`src/rtl/rd_ptr_sync_if.sv`:
```
// Read-side pointer/flag bundle of an async FIFO.
// slave = the read-pointer controller, master = the integrating read domain.
interface rd_ptr_sync_if #(
  parameter int ADDR_W = 10
);
  logic [ADDR_W:0]   wptr_g;
  logic              rinc;
  logic [ADDR_W-1:0] raddr;
  logic [ADDR_W:0]   rptr_g;
  logic [ADDR_W:0]   rq_wptr_b;
  logic [ADDR_W:0]   rcount;
  logic              rempty;
  logic              raempty;
  logic              rundf;

  modport slave (
    input  wptr_g, rinc,
    output raddr, rptr_g, rq_wptr_b, rcount, rempty, raempty, rundf
  );

  modport master (
    output wptr_g, rinc,
    input  raddr, rptr_g, rq_wptr_b, rcount, rempty, raempty, rundf
  );
endinterface

```
`src/rtl/rd_ptr_sync_ctrl.sv`:
```
// Async-FIFO read-side controller: write-pointer synchronizer, binary/Gray read
// pointer, registered empty / almost-empty / fill-level flags, sticky underflow.
module rd_ptr_sync_ctrl #(
  parameter int ADDR_W      = 10,
  parameter int SYNC_STAGES = 2,   // 2..4
  parameter int AEMPTY_TH   = 4
) (
  input  logic         rclk,
  input  logic         rrst_n,
  rd_ptr_sync_if.slave rif
);
  localparam int PW = ADDR_W + 1;
  localparam logic [PW-1:0] AE_TH = PW'(AEMPTY_TH);

  // Plain flop chain; wptr_g is Gray so only one bit can be in flight per step.
  logic [SYNC_STAGES-1:0][PW-1:0] sync_q;
  logic [PW-1:0] wq_g;
  logic [PW-1:0] wq_b;

  logic [PW-1:0] rbin, rbin_next;
  logic [PW-1:0] rgray, rgray_next;
  logic [PW-1:0] cnt_next;
  logic [PW-1:0] rcount_q;
  logic          rempty_q, raempty_q, rundf_q;
  logic          rd_ok;

  always_ff @(posedge rclk or negedge rrst_n) begin
    if (!rrst_n) sync_q <= '0;
    else         sync_q <= {sync_q[SYNC_STAGES-2:0], rif.wptr_g};
  end

  assign wq_g = sync_q[SYNC_STAGES-1];

  for (genvar i = 0; i < PW; i++) begin : g_g2b
    assign wq_b[i] = ^wq_g[PW-1:i];
  end

  // Reads are gated by the registered empty flag, so a stale pointer only
  // ever delays a read, never lets one through early.
  assign rd_ok      = rif.rinc && !rempty_q;
  assign rbin_next  = rbin + {{ADDR_W{1'b0}}, rd_ok};
  assign rgray_next = (rbin_next >> 1) ^ rbin_next;
  assign cnt_next   = wq_b - rbin_next;

  always_ff @(posedge rclk or negedge rrst_n) begin
    if (!rrst_n) begin
      rbin      <= '0;
      rgray     <= '0;
      rcount_q  <= '0;
      rempty_q  <= 1'b1;
      raempty_q <= 1'b1;
      rundf_q   <= 1'b0;
    end else begin
      rbin      <= rbin_next;
      rgray     <= rgray_next;
      rcount_q  <= cnt_next;
      rempty_q  <= (rgray_next == wq_g);
      raempty_q <= (cnt_next <= AE_TH);
      rundf_q   <= rundf_q | (rif.rinc & rempty_q);
    end
  end

  assign rif.raddr     = rbin[ADDR_W-1:0];
  assign rif.rptr_g    = rgray;
  assign rif.rq_wptr_b = wq_b;
  assign rif.rcount    = rcount_q;
  assign rif.rempty    = rempty_q;
  assign rif.raempty   = raempty_q;
  assign rif.rundf     = rundf_q;
endmodule

```
`src/flat_wrapper.sv`:
```
// flat-port wrapper written by rule: the top's interface ports become plain ports
module rd_ptr_sync_ctrl_flat 
#(
  parameter int ADDR_W      = 10,
  parameter int SYNC_STAGES = 2,          
  parameter int AEMPTY_TH   = 4
)
  (rclk, rrst_n, rif_wptr_g, rif_rinc, rif_raddr, rif_rptr_g, rif_rq_wptr_b, rif_rcount, rif_rempty, rif_raempty, rif_rundf);
  rd_ptr_sync_if #(.ADDR_W(ADDR_W)) rif_i ();
  input  logic rclk;
  input  logic rrst_n;
  input wire logic [$bits(rif_i.wptr_g)-1:0] rif_wptr_g;
  input wire logic [$bits(rif_i.rinc)-1:0] rif_rinc;
  output wire logic [$bits(rif_i.raddr)-1:0] rif_raddr;
  output wire logic [$bits(rif_i.rptr_g)-1:0] rif_rptr_g;
  output wire logic [$bits(rif_i.rq_wptr_b)-1:0] rif_rq_wptr_b;
  output wire logic [$bits(rif_i.rcount)-1:0] rif_rcount;
  output wire logic [$bits(rif_i.rempty)-1:0] rif_rempty;
  output wire logic [$bits(rif_i.raempty)-1:0] rif_raempty;
  output wire logic [$bits(rif_i.rundf)-1:0] rif_rundf;
  assign rif_i.wptr_g = rif_wptr_g;
  assign rif_i.rinc = rif_rinc;
  assign rif_raddr = rif_i.raddr;
  assign rif_rptr_g = rif_i.rptr_g;
  assign rif_rq_wptr_b = rif_i.rq_wptr_b;
  assign rif_rcount = rif_i.rcount;
  assign rif_rempty = rif_i.rempty;
  assign rif_raempty = rif_i.raempty;
  assign rif_rundf = rif_i.rundf;
  rd_ptr_sync_ctrl #(.ADDR_W(ADDR_W), .SYNC_STAGES(SYNC_STAGES), .AEMPTY_TH(AEMPTY_TH)) u_core (.rclk(rclk), .rrst_n(rrst_n), .rif(rif_i));
endmodule
```
`config.mk`:
```
export PLATFORM = sky130hd
export DESIGN_NAME = rd_ptr_sync_ctrl_flat
export DESIGN_NICKNAME = d
export VERILOG_FILES = /design/src/rtl/rd_ptr_sync_if.sv /design/src/rtl/rd_ptr_sync_ctrl.sv /design/src/flat_wrapper.sv
export SDC_FILE = /design/constraint.sdc
export NUM_CORES = 1
export LEC_CHECK = 0
export BUFFER_PORTS_ARGS = -buffer_cell sky130_fd_sc_hd__buf_2
export CORE_MARGIN = 2
export CORE_UTILIZATION = 25
export CTS_CLUSTER_DIAMETER = 200
export DETAILED_ROUTE_END_ITERATION = 10
export GPL_TIMING_DRIVEN = 0
export RECOVER_POWER = 25
export SYNTH_ARGS = -nofsm -noshare
export SYNTH_HDL_FRONTEND = slang
export SYNTH_SLANG_ARGS = --single-unit
```
`constraint.sdc`:
```
create_clock -name rclk -period 7 [get_ports rclk]
set_clock_uncertainty 0.15 [all_clocks]
set_input_delay 0.35 -clock rclk [delete_from_list [all_inputs] [get_ports rclk]]
set_output_delay 0.35 -clock rclk [all_outputs]
set_load 0.01 [all_outputs]
```
# [Word level (Yosys, flattened, before mapping)]
# Index checks and enable logic that the tools add are counted.
[word_totals] register_bits=58 in_bits=14 output_inout_bits=46 wordCells=27
[op_classes] n_addsub=2 n_lt_le_gt_ge=1 eq_ne=1 bitwise=3 reduce_logical=12
[ops] op="adder 11 x 1 -> 11 bit" n=1
[ops] op="== test 11 bit" n=1
[ops] op="less-or-equal comparator 11 x 3 -> 1 bit (second input constant)" n=1
[ops] op="XOR reduction 11 bit" n=1
[ops] op="subtractor 11 bit" n=1
[ops] op="XOR 10 x 11 -> 11 bit" n=1
[ops] op="XOR reduction 10 bit" n=1
[ops] op="XOR reduction 9 bit" n=1
[ops] op="XOR reduction 8 bit" n=1
[ops] op="XOR reduction 7 bit" n=1
[ops] op="XOR reduction 6 bit" n=1
[ops] op="XOR reduction 5 bit" n=1
[ops] op="XOR reduction 4 bit" n=1
[ops] op="XOR reduction 3 bit" n=1
[ops] op="XOR reduction 2 bit" n=1
[ops] op="AND 1 bit" n=1
[ops] op="logical AND 1 bit" n=1
[ops] op="logical NOT 1 bit" n=1
[ops] op="OR 1 bit" n=1

# [Logic depth before layout (Yosys ltp)]
[logic_depth] depth_word=5 mapped_depth=16 depth_no_buf=14

# [Worst setup path after synthesis]
# No wires, ideal clock.
[synth_path] path_kind="flip-flop to flip-flop" startpoint="register u_core.sync_q (netlist bit u_core.wq_g[9])" endpoint="register u_core.raempty_q, in the netlist u_core.rif.raempty" setup_time_ns=0.089 arrival_ns=4.013 t_required_ns=6.761 slack_ns=2.747 path_stages_with_launch=16 path_buffers=1 synth_period_minus_slack_ns=4.253 path_cell_list="dfrtp_1 > xor3_2 > xnor2_1 > xnor2_2 > xor2_1 > ha_1 > a21o_1 > a221oi_1 > o21ai_1 > a221o_1 > buf_2 > o221ai_1 > nand3_1 > xnor2_1 > nor4_1 > nor4b_2"
[synth_via] elab_chain_len=3 elab_cells_between_ends=12 classes_between="1 x add/sub; 1 x order compare; 10 x reduce/logical"
[synth_lines] element="start, declared" line_no="rd_ptr_sync_ctrl.sv:16" text="logic [SYNC_STAGES-1:0][PW-1:0] sync_q;"
[synth_lines] element="start signal, assigned" line_no="rd_ptr_sync_ctrl.sv:29" text="else sync_q <= {sync_q[SYNC_STAGES-2:0], rif.wptr_g};"
[synth_lines] element="XOR reduction 10 bit" line_no="rd_ptr_sync_ctrl.sv:35" text="assign wq_b[i] = ^wq_g[PW-1:i];"
[synth_lines] element="named net rif_rq_wptr_b[1]" line_no="flat_wrapper.sv:16" text="output wire logic [$bits(rif_i.rq_wptr_b)-1:0] rif_rq_wptr_b;"
[synth_lines] element="subtractor 11 bit" line_no="rd_ptr_sync_ctrl.sv:43" text="assign cnt_next = wq_b - rbin_next;"
[synth_lines] element="named net u_core.cnt_next[7]" line_no="rd_ptr_sync_ctrl.sv:22" text="logic [PW-1:0] cnt_next;"
[synth_lines] element="less-or-equal comparator 11 x 3 -> 1 bit" line_no="rd_ptr_sync_ctrl.sv:58" text="raempty_q <= (cnt_next <= AE_TH);"
[synth_lines] element="end signal, assigned" line_no="rd_ptr_sync_ctrl.sv:58"
[synth_lines] element="end, declared" line_no="rd_ptr_sync_ctrl.sv:24" text="logic rempty_q, raempty_q, rundf_q;"
# The timed path passes the listed nets, and every way through them passes these cells.

# [Worst setup path in the final report]
[layout_path] startpoint="register u_core.sync_q (netlist bit u_core.wq_g[9])" endpoint="register u_core.raempty_q, in the netlist u_core.rif.raempty"
[layout_via] elab_chain_len=3 elab_cells_between_ends=12 classes_between="1 x add/sub; 1 x order compare; 10 x reduce/logical"
[layout_lines] element="XOR reduction 11 bit (tied with other cells)" line_no="rd_ptr_sync_ctrl.sv:35"
[layout_lines] element="subtractor 11 bit (*)" line_no="rd_ptr_sync_ctrl.sv:43"
[layout_lines] element="named net u_core.cnt_next[7]" line_no="rd_ptr_sync_ctrl.sv:22"
[layout_lines] element="less-or-equal comparator 11 x 3 -> 1 bit (*)" line_no="rd_ptr_sync_ctrl.sv:58"
# Mark *: on every way through the listed nets, which the timed path passes. The rest lies on a longest branch.

==> out/summary.json <==
{
  "dp.cells": {"value": 461},
  "syn_area_per_cell": {"value": 11.23, "unit": "um^2"},
  "antennaDiodeCount": {"value": 0},
  "crit_path_max_incr_delay": {"value": 0.52, "unit": "ns"},
  "synth_cell_types": {"value": 54},
  "synth_top_family_by_area": {"value": "XOR/XNOR gates"},
  "async_flop_share": {"value": 100.0, "unit": "%"},
  "post-route-min-period": {"value": 4.664, "unit": "ns"},
  "post_dp_hpwl": {"value": 4970, "unit": "um"},
  "drc": {"value": 0},
  "dr.first_iter.drc_count": {"value": 66},
  "min_period_over_period": {"value": 66.63, "unit": "%"},
  "die_area": {"value": 0.01251, "unit": "mm^2"},
  "wl_met2": {"value": 3026, "unit": "um"},
  "netlist.top_cell.by_area": {"value": "sky130_fd_sc_hd__dfrtp_1"},
  "m1WireLength": {"value": 2824, "unit": "um"},
  "grt.overflow.total": {"value": 0},
  "syn_inst_count": {"value": 259},
  "synth_ff_type": {"value": "sky130_fd_sc_hd__dfrtp_1"},
  "final-hold-violation-count": {"value": 0},
  "synth_adder_area_share": {"value": 3.614, "unit": "%"},
  "worst_setup_sp_type": {"value": "flip-flop"},
  "worst-path-max-fanout": {"value": 8},
  "core_region_area": {"value": 0.01137, "unit": "mm^2"},
  "tritoncts": {"value": "yes"},
  "drt_wl_total": {"value": 6524, "unit": "um"},
  "clock-sinks": {"value": 57},
  "cpLargestDelayFamily": {"value": "XOR/XNOR gates"},
  "maximum_number_of_pins_on_one_net_before_global_route_repair": {"value": 58},
  "synth-seq-area-share": {"value": 49.14, "unit": "%"},
  "die_y": {"value": 111.8, "unit": "um"},
  "netlist_top_cells_area": {"value": "sky130_fd_sc_hd__dfrtp_1 (47%), sky130_fd_sc_hd__xnor2_1 (11%), sky130_fd_sc_hd__xor2_1 (5.7%)"},
  "vias": {"value": 2139},
  "grt_pass1_wl": {"value": 11070, "unit": "um"},
  "syn-cell-area": {"value": 0.002908, "unit": "mm^2"},
  "portBuffers": {"value": 59},
  "powerDensity": {"value": 452.0, "unit": "mW/mm^2"},
  "avgRoutedWirePerCell": {"value": 13.37, "unit": "um"},
  "max-clock-path-buffers": {"value": 2},
  "critical_r2r_launch": {"value": "u_core.wq_g[9]$_DFF_PN0_"},
  "min_delay_worst_endpoint": {"value": "u_core.rif.rundf$_DFF_PN0_"},
  "ff2ff_setup_slack": {"value": 2.34, "unit": "ns"},
  "path_cells": {"value": "xor3_2, xnor2_1, xnor2_2, xor2_1, ha_1, a21o_1, a221oi_1, o21ai_1, a221o_1, buf_2, o221ai_1, nand3_1, xnor2_1, nor4_1, nor4b_2"},
  "initial_utilization": {"value": 25.57, "unit": "%"},
  "worstRegToRegCells": {"value": 15},
  "dpl_worst_slack": {"value": 2.259, "unit": "ns"},
  "first_pass_iters": {"value": 4},
  "timing_worst_setup_path_type": {"value": "reg2reg"},
  "yosys.area.top_type_share": {"value": 47.33, "unit": "%"},
  "ys_ff_latch": {"value": 57},
  "finalSetupTns": {"value": 0, "unit": "ns"},
  "final_worst_setup_slack": {"value": 2.336, "unit": "ns"},
  "drive_above_1_share": {"value": 25.80, "unit": "%"},
  "arrival": {"value": 4.75, "unit": "ns"},
  "worst_pin_slew": {"value": 2.962, "unit": "ns"},
  "post-cts-setup-buffer-count": {"value": 0},
  "postRouteAntennaNets": {"value": 0},
  "cp_common_cell": {"value": "sky130_fd_sc_hd__xnor2_1"},
  "slew-limit-headroom": {"value": -97.50, "unit": "%"},
  "root_buffer": {"value": "sky130_fd_sc_hd__clkbuf_16"},
  "grt_pass1_vias": {"value": 2203},
  "vdd.ir_drop.worst": {"value": 187.8, "unit": "uV"},
  "fin_cells": {"value": 488},
  "grt_antenna_before_repair": {"value": 0},
  "cp-end-kind": {"value": "flip-flop"},
  "grt_setup_unrepaired": {"value": "false"},
  "final_area": {"value": 0.003766, "unit": "mm^2"},
  "synth.most_common_cell": {"value": "sky130_fd_sc_hd__dfrtp_1"},
  "ios": {"value": 60},
  "synth-compound-area-share": {"value": 10.71, "unit": "%"},
  "post_synth_and_or_nand_nor_area_fraction": {"value": 10.15, "unit": "%"},
  "detailed_place.area": {"value": 0.003382, "unit": "mm^2"},
  "syn-num-nets": {"value": 279},
  "grtUsageTotal": {"value": 11.45, "unit": "%"},
  "routabilityCongestion": {"value": 0.8231},
  "min_path_type": {"value": "in2reg"},
  "routed_via_density": {"value": 4.383},
  "final-max-slew-violation-count": {"value": 58},
  "highest_layer": {"value": "met4"},
  "maxCapViolCount": {"value": 1},
  "clkLatencyLatePin": {"value": 0.33, "unit": "ns"},
  "synth_edf_count": {"value": 0},
  "critical_path.n_buffers_inverters": {"value": 1},
  "maxClockFrequency": {"value": 0.2144, "unit": "GHz"},
  "min_from": {"value": "rif_rinc"},
  "muxShareOfSynthArea": {"value": 0.3873, "unit": "%"},
  "r2r_end": {"value": "u_core.rif.raempty$_DFF_PN1_"},
  "hold_path_depth": {"value": 2},
  "wl_met3": {"value": 482, "unit": "um"},
  "nFillCells": {"value": 1167},
  "synth_commonest_cells": {"value": "sky130_fd_sc_hd__dfrtp_1 (55), sky130_fd_sc_hd__xnor2_1 (36), sky130_fd_sc_hd__xor2_1 (19), sky130_fd_sc_hd__inv_1 (18), sky130_fd_sc_hd__nor2_1 (13)"},
  "status": {"value": "finished, violations left"},
  "post_cts.resized_instances": {"value": 0},
  "crit_slowest_cell": {"value": "sky130_fd_sc_hd__xor3_2"},
  "area_delta_synth_final": {"value": 29.52, "unit": "%"},
  "violations": {"value": "capacitance limit, slew limit"},
  "power.static_leakage": {"value": 1.776, "unit": "nW"},
  "htree_levels": {"value": 3},
  "required": {"value": 7.08, "unit": "ns"},
  "setup_viol": {"value": 0},
  "yosysWarningCount": {"value": 0},
  "layout.nets": {"value": 360},
  "num_rows": {"value": 39},
  "synthXorXnorAreaFrac": {"value": 21.73, "unit": "%"},
  "cts_made_buffers": {"value": 9},
  "clkTransAtPathRegs": {"value": 0.05, "unit": "ns"},
  "die_w": {"value": 111.8, "unit": "um"}
}
## per-layer routing
| metal | global-route usage (%) | vias to the layer above |
|---|---|---|
| li1 | - | 1052 |
| met1 | 14.24 | 1010 |
| met2 | 17.05 | 62 |
| met3 | 4.845 | 15 |
| met4 | 5.761 | 0 |
| met5 | 0 | - |
## power breakdown
part | leakage (nW) | switching (mW) | internal [mW]
Clock | 0.139 | 0.137 | 0.256
Sequential | 0.689 | 0.0447 | 0.414
Combinational | 0.948 | 0.500 | 0.351
## layout by cell type, fill, tap and decap left out, drive strengths merged, types with 2 or more instances in the layout
| master | n |
|---|---|
| nand4 | 4 |
| a21o | 3 |
| or3 | 2 |
| xor3 | 3 |
| clkinv | 5 |
| nand2 | 11 |
| o21ai | 6 |
| a31oi | 3 |
| buf | 64 |
| and2 | 4 |
| a211oi | 3 |
| and3 | 3 |
| dfstp | 2 |
| maj3 | 2 |
| dfrtp | 55 |
| xnor3 | 2 |
| inv | 19 |
| a21oi | 12 |
| xnor2 | 37 |
| nor2 | 13 |
| nor3 | 4 |
| o221ai | 4 |
| nand3 | 10 |
| clkbuf | 17 |
| ha | 5 |
| o211ai | 2 |
| xor2 | 20 |
| dlygate4sd3 | 11 |
| a21boi | 3 |
| a221oi | 2 |
## worst max path at each step
| stage | from | to | slack, ns | cells after the start |
|---|---|---|---|---|
| after detailed placement | u_core.wq_g[10]$_DFF_PN0_ | u_core.rif.raempty$_DFF_PN1_ | 2.26 | 15 |
| after global routing | u_core.wq_g[9]$_DFF_PN0_ | u_core.rif.raempty$_DFF_PN1_ | 1.92 | 15 |
| after CTS | u_core.wq_g[10]$_DFF_PN0_ | u_core.rif.raempty$_DFF_PN1_ | 2.27 | 15 |
| after global placement | u_core.wq_g[9]$_DFF_PN0_ | u_core.rif.raempty$_DFF_PN1_ | 2.28 | 15 |
| final | u_core.wq_g[9]$_DFF_PN0_ | u_core.rif.raempty$_DFF_PN1_ | 2.34 | 15 |
| after floorplan | u_core.wq_g[9]$_DFF_PN0_ | u_core.rif.raempty$_DFF_PN1_ | 2.75 | 15 |
## worst reg2reg max path, cell delays in order (launching register included)
cell                       delay [ns]
sky130_fd_sc_hd__dfrtp_1         0.38
sky130_fd_sc_hd__xor3_2          0.52
sky130_fd_sc_hd__xnor2_1         0.43
sky130_fd_sc_hd__xnor2_2         0.25
sky130_fd_sc_hd__xor2_1          0.29
sky130_fd_sc_hd__ha_1            0.29
sky130_fd_sc_hd__a21o_1          0.22
sky130_fd_sc_hd__a221oi_1        0.33
sky130_fd_sc_hd__o21ai_1         0.11
sky130_fd_sc_hd__a221o_1         0.35
sky130_fd_sc_hd__buf_2           0.16
sky130_fd_sc_hd__o221ai_1        0.27
sky130_fd_sc_hd__nand3_1         0.14
sky130_fd_sc_hd__xnor2_1         0.17
sky130_fd_sc_hd__nor4_1          0.28
sky130_fd_sc_hd__nor4b_2         0.23
## cell families after synthesis
logic type / after synthesis
xor+xnor: 62
simple gates: 57
flops: 57
compound gates: 44
buf+inv: 30
fa+ha+maj: 8
mux: 1
## flip-flops by register name, summed over array words and instances (netlist names)
signal / cells
u_core.rif.rundf: 1
u_core.sync_q: 11
u_core.wq_g: 11
u_core.rif.raempty: 1
u_core.rif.rempty: 1
u_core.rif.rptr_g: 10
u_core.rif.rcount: 11
u_core.rbin: 11
## layout make-up
cell class	count	area [um^2]	area share, %
clock buffer	13	260.3	6.910
multi-input combinational	172	1355	35.98
buffer	9	45.04	1.196
clock inverter	3	15.01	0.3987
timing repair buffer	70	404.1	10.73
tap	143	178.9	4.751
sequential	57	1429	37.94
inverter	21	78.83	2.093
## per-stage QoR
step / utilization [%] / total power, mW / hold WS, ns
6_report: 33.12 / 1.702 / 0.1009
2_1_floorplan: - / 1.068 / -0.09559
3_3_place_gp: 29.75 / 1.292 / 0.1851
4_1_cts: 33.14 / 1.726 / 0.08998
3_5_place_dp: 29.75 / 1.308 / 0.1855
5_1_grt: 33.12 / 1.844 / 0.1106
## timing repair
item,4_1_cts,5_1_grt
endpoints found under the hold margin,11,0
hold buffers,11,0
endpoints found under the setup margin,0,0
Power figures use the tool's default switching activity.
